`src/rtl/mem_arb_pkg.sv`:
```
// mem_arb_pkg: shared types and constants for the IF/DM memory arbiter.
// Owner encoding doubles as the last-grant flag used for tie-breaking.
package mem_arb_pkg;

   typedef enum logic {
      IDLE   = 1'b0,
      ACCESS = 1'b1
   } arb_state_t;

   localparam logic OWN_IF = 1'b0;
   localparam logic OWN_DM = 1'b1;

   localparam int MEM_LAT_MAX = 15;
   localparam int CNT_W       = 4;

   // Choose the next owner; a tie goes to the port that did not win last.
   function automatic logic pick_owner(
      input logic if_req,
      input logic dm_req,
      input logic last
   );
      logic own;
      own = OWN_IF;
      if (if_req && dm_req) begin
         own = ~last;
      end else if (dm_req) begin
         own = OWN_DM;
      end
      return own;
   endfunction

endpackage

```
`src/rtl/mem_arbiter.sv`:
```
// mem_arbiter: serialises fetch and data requests onto one fixed-latency
// memory port with alternating tie-break and one-cycle valid pulses.
module mem_arbiter
   import mem_arb_pkg::*;
#(
   parameter int XLEN    = 32,
   parameter int ADDR_W  = 32,
   parameter int MEM_LAT = 2
) (
   input  logic              clock,
   input  logic              reset,
   input  logic              io_if_req,
   input  logic [ADDR_W-1:0] io_if_addr,
   output logic [XLEN-1:0]   io_if_rdata,
   output logic              io_if_valid,
   output logic              io_if_stall,
   input  logic              io_dm_req,
   input  logic              io_dm_we,
   input  logic [ADDR_W-1:0] io_dm_addr,
   input  logic [XLEN-1:0]   io_dm_wdata,
   input  logic [XLEN/8-1:0] io_dm_wmask,
   output logic [XLEN-1:0]   io_dm_rdata,
   output logic              io_dm_valid,
   output logic              io_dm_stall,
   output logic              io_mem_en,
   output logic              io_mem_we,
   output logic [ADDR_W-1:0] io_mem_addr,
   output logic [XLEN-1:0]   io_mem_wdata,
   output logic [XLEN/8-1:0] io_mem_wmask,
   input  logic [XLEN-1:0]   io_mem_rdata
);

   // Latency is clamped into what the 4-bit counter can represent.
   localparam int LAT_C =
      (MEM_LAT > MEM_LAT_MAX) ? MEM_LAT_MAX :
      ((MEM_LAT < 1) ? 1 : MEM_LAT);
   localparam logic [CNT_W-1:0] LAT_LD = CNT_W'(LAT_C);

   arb_state_t        r_state;
   logic [CNT_W-1:0]  r_cnt;
   logic              r_owner;
   logic              r_last;
   logic [XLEN-1:0]   r_if_rdata;
   logic              r_if_valid;
   logic [XLEN-1:0]   r_dm_rdata;
   logic              r_dm_valid;
   logic              r_mem_en;
   logic              r_mem_we;
   logic [ADDR_W-1:0] r_mem_addr;
   logic [XLEN-1:0]   r_mem_wdata;
   logic [XLEN/8-1:0] r_mem_wmask;

   logic w_any_valid;
   logic w_any_req;
   logic w_grant;
   logic w_pick;
   logic w_done;

   // The completion cycle still shows the served request, so no grant then.
   assign w_any_valid = r_if_valid | r_dm_valid;
   assign w_any_req   = io_if_req | io_dm_req;
   assign w_grant     = (r_state == IDLE) & w_any_req & ~w_any_valid;
   assign w_pick      = pick_owner(io_if_req, io_dm_req, r_last);
   assign w_done      = (r_state == ACCESS) & (r_cnt == '0);

   // Arbitration FSM with the inline latency counter and registered outputs.
   always_ff @(posedge clock) begin
      if (!reset) begin
         r_state     <= IDLE;
         r_cnt       <= '0;
         r_owner     <= OWN_IF;
         r_last      <= OWN_IF;
         r_if_rdata  <= '0;
         r_if_valid  <= 1'b0;
         r_dm_rdata  <= '0;
         r_dm_valid  <= 1'b0;
         r_mem_en    <= 1'b0;
         r_mem_we    <= 1'b0;
         r_mem_addr  <= '0;
         r_mem_wdata <= '0;
         r_mem_wmask <= '0;
      end else begin
         r_mem_en   <= 1'b0;
         r_if_valid <= 1'b0;
         r_dm_valid <= 1'b0;
         unique case (r_state)
            IDLE: begin
               if (w_grant) begin
                  r_owner  <= w_pick;
                  r_mem_en <= 1'b1;
                  r_cnt    <= LAT_LD;
                  r_state  <= ACCESS;
                  if (w_pick == OWN_DM) begin
                     r_mem_we    <= io_dm_we;
                     r_mem_addr  <= io_dm_addr;
                     r_mem_wdata <= io_dm_wdata;
                     r_mem_wmask <= io_dm_wmask;
                  end else begin
                     r_mem_we    <= 1'b0;
                     r_mem_addr  <= io_if_addr;
                     r_mem_wdata <= '0;
                     r_mem_wmask <= '0;
                  end
               end
            end
            ACCESS: begin
               if (w_done) begin
                  r_last  <= r_owner;
                  r_state <= IDLE;
                  if (r_owner == OWN_DM) begin
                     r_dm_valid <= 1'b1;
                     if (!r_mem_we) begin
                        r_dm_rdata <= io_mem_rdata;
                     end
                  end else begin
                     r_if_valid <= 1'b1;
                     if (!r_mem_we) begin
                        r_if_rdata <= io_mem_rdata;
                     end
                  end
               end else begin
                  r_cnt <= r_cnt - 1'b1;
               end
            end
         endcase
      end
   end

   assign io_if_rdata  = r_if_rdata;
   assign io_if_valid  = r_if_valid;
   assign io_if_stall  = io_if_req & ~r_if_valid;
   assign io_dm_rdata  = r_dm_rdata;
   assign io_dm_valid  = r_dm_valid;
   assign io_dm_stall  = io_dm_req & ~r_dm_valid;
   assign io_mem_en    = r_mem_en;
   assign io_mem_we    = r_mem_we;
   assign io_mem_addr  = r_mem_addr;
   assign io_mem_wdata = r_mem_wdata;
   assign io_mem_wmask = r_mem_wmask;

endmodule

```
`config.mk`:
```
export PLATFORM = sky130hd
export DESIGN_NAME = mem_arbiter
export DESIGN_NICKNAME = d
export VERILOG_FILES = /design/src/rtl/mem_arb_pkg.sv /design/src/rtl/mem_arbiter.sv
export SDC_FILE = /design/constraint.sdc
export NUM_CORES = 1
export LEC_CHECK = 0
export BUFFER_PORTS_ARGS = -buffer_cell sky130_fd_sc_hd__buf_2
export CAP_MARGIN = 30
export CORE_MARGIN = 2
export CORE_UTILIZATION = 45
export CTS_CLUSTER_DIAMETER = 150
export CTS_CLUSTER_SIZE = 28
export DETAILED_ROUTE_END_ITERATION = 8
export PLACE_DENSITY = 0.77
export RECOVER_POWER = 25
export SLEW_MARGIN = 20
export SYNTH_ARGS = -nofsm -noshare
export SYNTH_HDL_FRONTEND = slang
export SYNTH_SLANG_ARGS = --single-unit
```
`constraint.sdc`:
```
create_clock -name clock -period 1.7 [get_ports clock]
set_input_delay 0.085 -clock clock [delete_from_list [all_inputs] [get_ports clock]]
set_output_delay 0.085 -clock clock [all_outputs]
set_load 0.1 [all_outputs]
```
Yosys cells after proc, flatten, opt, wreduce, memory -nomap -nowiden

Index checks and enable logic that the tools add are counted.

Reductions and logical operators: 9
Equality and inequality tests: 2
Bitwise operators: 15
Add/sub/neg operators: 1
Mux-type cells: 14

Operator list:

| operator              | count |
|---|---|
| $mux W32              | 2 |
| $mux W4               | 3 |
| $not A1 Y1            | 8 |
| $pmux W4 S2           | 1 |
| $reduce_and A4 Y1     | 2 |
| $mux W1               | 7 |
| $reduce_and A2 Y1     | 3 |
| $and A1 B1 Y1         | 5 |
| $logic_not A4 Y1      | 1 |
| $ne A2 B2 Y1 const B  | 2 |
| $sub A4 B1 Y4 const B | 1 |
| $reduce_and A3 Y1     | 1 |
| $or A1 B1 Y1          | 2 |
| $pmux W1 S2           | 1 |
| $reduce_or A2 Y1      | 1 |
| $logic_and A1 B1 Y1   | 1 |

Logic and storage cells: 54
Flip-flop bits (word level): 143
Output and inout port bits: 138
Bits of input ports: 137

Longest topological paths before layout

Depth in word-level cells: 5
Gate-level depth with buffers: 7
Gate-level depth less buffers: 5

Worst setup path before layout

Ideal clock, no wire load.

Path type: register -> output
Start: register r_dm_valid, in the netlist io_dm_valid
End: output io_dm_stall
Setup slack: -560 ps
Required time: 1615 ps
Arrival time: 2175 ps
Buffers on the path: 0
Stages on the path, launching flop included: 2
Cells stage by stage: dfxtp_1 -> nor2b_1

Cells in the longest elaborated chain, start to end: 2

Ends and longest elaborated chain:

| item                   | line               | RTL |
|---|---|---|
| start, declared        | mem_arbiter.sv:46  | `logic r_dm_valid;` |
| start signal, assigned | mem_arbiter.sv:76  | `r_dm_valid <= 1'b0;` |
| start signal, assigned | mem_arbiter.sv:85  | `r_dm_valid <= 1'b0;` |
| start signal, assigned | mem_arbiter.sv:111 | `r_dm_valid <= 1'b1;` |
| $not A1 Y1             | mem_arbiter.sv:134 | `assign io_dm_stall = io_dm_req & ~r_dm_valid;` |
| $and A1 B1 Y1          | mem_arbiter.sv:134 |  |
| end, declared          | mem_arbiter.sv:24  | `output logic io_dm_stall,` |

No other way between the ends.

Worst setup path after layout

Start: register r_cnt[1]
End: register r_if_rdata[30], in the netlist io_if_rdata[30]

Cells in the longest elaborated chain, start to end: 3

Ends and longest elaborated chain:

| item                        | line               | RTL |
|---|---|---|
| start, declared             | mem_arbiter.sv:40  | `logic [CNT_W-1:0] r_cnt;` |
| start signal, assigned      | mem_arbiter.sv:122 | `r_cnt <= r_cnt - 1'b1;` |
| $logic_not A4 Y1            | mem_arbiter.sv:64  | `assign w_done = (r_state == ACCESS) & (r_cnt == '0);` |
| $and A1 B1 Y1               | mem_arbiter.sv:64  |  |
| $reduce_and A4 Y1 (no line) | -                  |  |
| end signal, assigned        | mem_arbiter.sv:118 | `r_if_rdata <= io_mem_rdata;` |
| end, declared               | mem_arbiter.sv:43  | `logic [XLEN-1:0] r_if_rdata;` |

No other way between the ends.
A chain may end at the register's enable or synchronous reset.

==> results by group <==
Yosys
  • Syn Inst Count: 615
  • Synth cell count leaders: 143 x dfxtp_1, 103 x nand2_1, 98 x mux2i_1
  • Most common cell in the netlist: dfxtp_1
  • Largest cells by area after synthesis: dfxtp_1 48%, mux2i_1 16%, a211oi_2 6.5%
  • Synth warn: 0
  • Syn Nets: between 700 and 800
  • Synth area leader: dfxtp_1
  • Yosys cell types: 37
  • Post-Syn Area per Cell: 9.706 um2
  • Ys async rst share: 0%
  • Dominant synthesized flop cell: dfxtp_1
  • Mapped Area: slightly below 6000 um2
  • Register area share after synthesis: around 48%
  • Number of flops mapped to enable cells by yosys: 0
  • Yosys reg bits: 143
  • Top-area cell type share of the netlist area: around 48%

Clock tree
  • TritonCTS Buffers: 17
  • Clock transition at the registers of the reported paths: 0.06 ns
  • H-tree depth: 4
  • CTS root buf: clkbuf_16
  • Clk buf depth: 2
  • # clock sinks: 143
  • CTS tree: yes
  • Worst-Skew Late Latency: between 0.4 and 0.5 ns

GRT
  • First-pass GRT wire length: between 20000 and 30000 um
  • GRT Residual Overflow: 0
  • Initial antenna violation count: 0
  • Vias in the first global route: 5875
  • GRT Total Usage: approximately a quarter
  • Largest net degree at the start of global routing: 76

Setup path
  • FF-to-FF path depth: 7
  • Slowest cell on crit path: dfxtp_1
  • Worst Setup End Kind: register
  • Count of buffer and inverter cells on the critical path: 3
  • WP data arrival: 1.97 ns
  • Reg2reg setup slack: 0.06 ns
  • Startpoint Class: register
  • Delay-heaviest family, CP: simple AND/OR/NAND/NOR gates
  • WS Path Type: reg2reg
  • R2R Path Start: r_cnt[1]
  • Reg-to-reg endpoint: io_if_rdata[30]
  • Slowest stage delay, CP: roughly 0.33 ns
  • Crit Path Max Fanout: 8
  • CP Data Required Time: 2.03 ns
  • Critical path cell sequence: inv_2 > ha_4 > and4bb_2 > nor3b_4 > buf_6 > buf_12 > mux2i_4

Drt
  • Final antenna-violating net count: 0
  • Vias: 6020
  • Via-to-Cell Ratio: between 5 and 6
  • Pre-Repair DR Iteration Count: 4
  • DRT iter0 DRCs: 378
  • Post-route DRC violation count: 0
  • WL/cell: 16.97 um
  • Final wirelength: slightly below 20000 um

Cells and area
  • Final Util: just under 70%
  • Nets: between 1000 and 1500
  • Layout cell share with drive strength beyond 1: approximately two fifths
  • Area delta synth->final: 49.17%
  • N_diodes: 0

Floorplanning
  • Total core area: approximately 13000 um2
  • Die W: approximately 120 um
  • Starting Density: 45.62%
  • Die Area: 14200 um2
  • Die Span Y: roughly 120 um
  • # rows: 42
  • # IOs: between 200 and 300

STA
  • Slew HR: between 60% and 70%
  • Setup-failing EPs final: 0
  • Unrepaired setup endpoints after global routing: no
  • Slew @ Worst Pin: 0.5874 ns
  • Fmax: around 610 MHz
  • Final hold violations: 0
  • Fin crit share: 96.22%
  • Worst Skew: between 0.009 and 0.01 ns
  • Final Slew Violations: 0
  • Min Clock Period, post-route: around 1.6 ns
  • Setup TNS: 0 ns

Hold path
  • Hold EP: io_mem_addr[19]
  • Hold Crit Class: in2reg
  • WHS Path Cells: 3
  • Hold path startpoint: io_if_addr[19]

Pwr
  • VDD IR max: between 0.8 and 0.9 mV
  • Static Leakage: around 4.2 nW
  • Pwr/cell area: ~1300 nW/um2

Placed design
  • GPL Wtd Cong: about 0.8
  • # port buffers: 274
  • Post-detail-place hpwl: between 10000 and 15000 um

Run status
  • Outcome: completed

Flow run
  • Max cap viols: 0
## cell families (layout without fill, tap and decap cells)
group	after synthesis	after routing	share of synthesized area, %
AND/OR/NAND/NOR	159	159	11.82
AO/OA/AOI/OAI	151	151	17.15
flip-flops	143	143	47.96
multiplexers	98	98	16.43
buffers and inverters	63	409	6.435
adder cells (fa/ha/maj)	1	1	0.2096
## registers in the layout, indices dropped and copies added, names as in the netlist
name and flops:
io_dm_rdata 32, io_if_rdata 32, io_mem_addr 32, io_mem_wdata 32, io_mem_wmask 4, r_cnt 4, io_dm_valid 1, io_if_valid 1
io_mem_en 1, io_mem_we 1, r_last 1, r_owner 1, r_state 1
## area by class of cell
class                           instances  area (um2)
Fill cell                             951        4180
Sequential cell                       143        2865
Multi-Input combinational cell        409        2781
Timing Repair Buffer                  373        2470
Clock buffer                           21       460.4
Tap cell                              176       220.2
Clock inverter                         10       88.84
Inverter                                5       18.77
## metal layers
layer	vias up	wire length, um	global-route usage (%)
li1	2833	-	-
met1	2800	7230	27.88
met2	319	9436	43.71
met3	68	1741	9.004
met4	0	882	14.06
met5	-	0	0
## worst min-delay path, delay by kind of cell
kind            cells  cell delay (ns)
mux                 1             0.14
compound gates      1             0.08
buf+inv             1             0.10
## worst max path at each step
stage	startpoint	endpoint	slack, ns	cells after the start
2_1_floorplan	io_dm_valid	io_mem_wdata[23]	0.05	5
3_3_place_gp	r_cnt[1]	io_if_rdata[26]	0.1	6
3_5_place_dp	r_cnt[1]	io_if_rdata[10]	0.02	6
4_1_cts	r_cnt[1]	io_if_rdata[7]	0.01	6
5_1_grt	r_cnt[1]	io_if_rdata[30]	0.01	7
6_report	r_cnt[1]	io_if_rdata[30]	0.06	7
## stage by stage
stage | hold slack (ns) | cell area, um2 | power, mW | cells | setup WS [ns]
after global placement | 0.3436 | 7555 | 7.606 | 1032 | 0.09522
after detailed placement | 0.3479 | 7555 | 7.646 | 1032 | 0.01949
final | 0.04381 | 8905 | 11.30 | 1137 | 0.06419
after floorplan | 0.2294 | 5978 | 6.934 | 615 | 0.04890
after global routing | 0.03712 | 8905 | 11.69 | 1137 | 0.01280
after CTS | 0.02563 | 8807 | 11.24 | 1133 | 0.01248
## layout by cell type, fill, tap and decap left out, types with 2 or more instances in the layout
| master | instances |
|---|---|
| nor2b_2 | 2 |
| mux2i_1 | 96 |
| buf_4 | 14 |
| clkinv_2 | 4 |
| clkbuf_1 | 2 |
| buf_6 | 2 |
| nand2_1 | 103 |
| nor2_1 | 4 |
| buf_12 | 11 |
| dfxtp_2 | 2 |
| inv_2 | 3 |
| a211oi_1 | 3 |
| o21ai_0 | 35 |
| clkbuf_2 | 68 |
| o21a_1 | 2 |
| inv_1 | 2 |
| nand3_1 | 37 |
| buf_2 | 206 |
| dfxtp_1 | 141 |
| or3b_2 | 2 |
| a21oi_1 | 70 |
| dlygate4sd3_1 | 70 |
| a211oi_2 | 31 |
| clkinvlp_4 | 4 |
| o21ai_1 | 3 |
| clkbuf_16 | 19 |
| clkbuf_8 | 2 |
## what timing repair did
| action | 4_1_cts | 5_1_grt |
|---|---|---|
| hold buffers | 70 | 0 |
| resized for setup | 1 | 7 |
| hold endpoints to repair | 102 | 0 |
| cloned | 0 | 3 |
| setup endpoints to repair | 1 | 27 |
| buffers inserted | 0 | 1 |
## report_power, final
| part | internal [mW] | switching (mW) |
|---|---|---|
| registers | 3.65 | 0.171 |
| logic | 0.996 | 3.03 |
| clock network | 2.07 | 1.39 |
| total | 6.72 | 4.59 |
No activity file was read; power rests on OpenSTA's default activity.
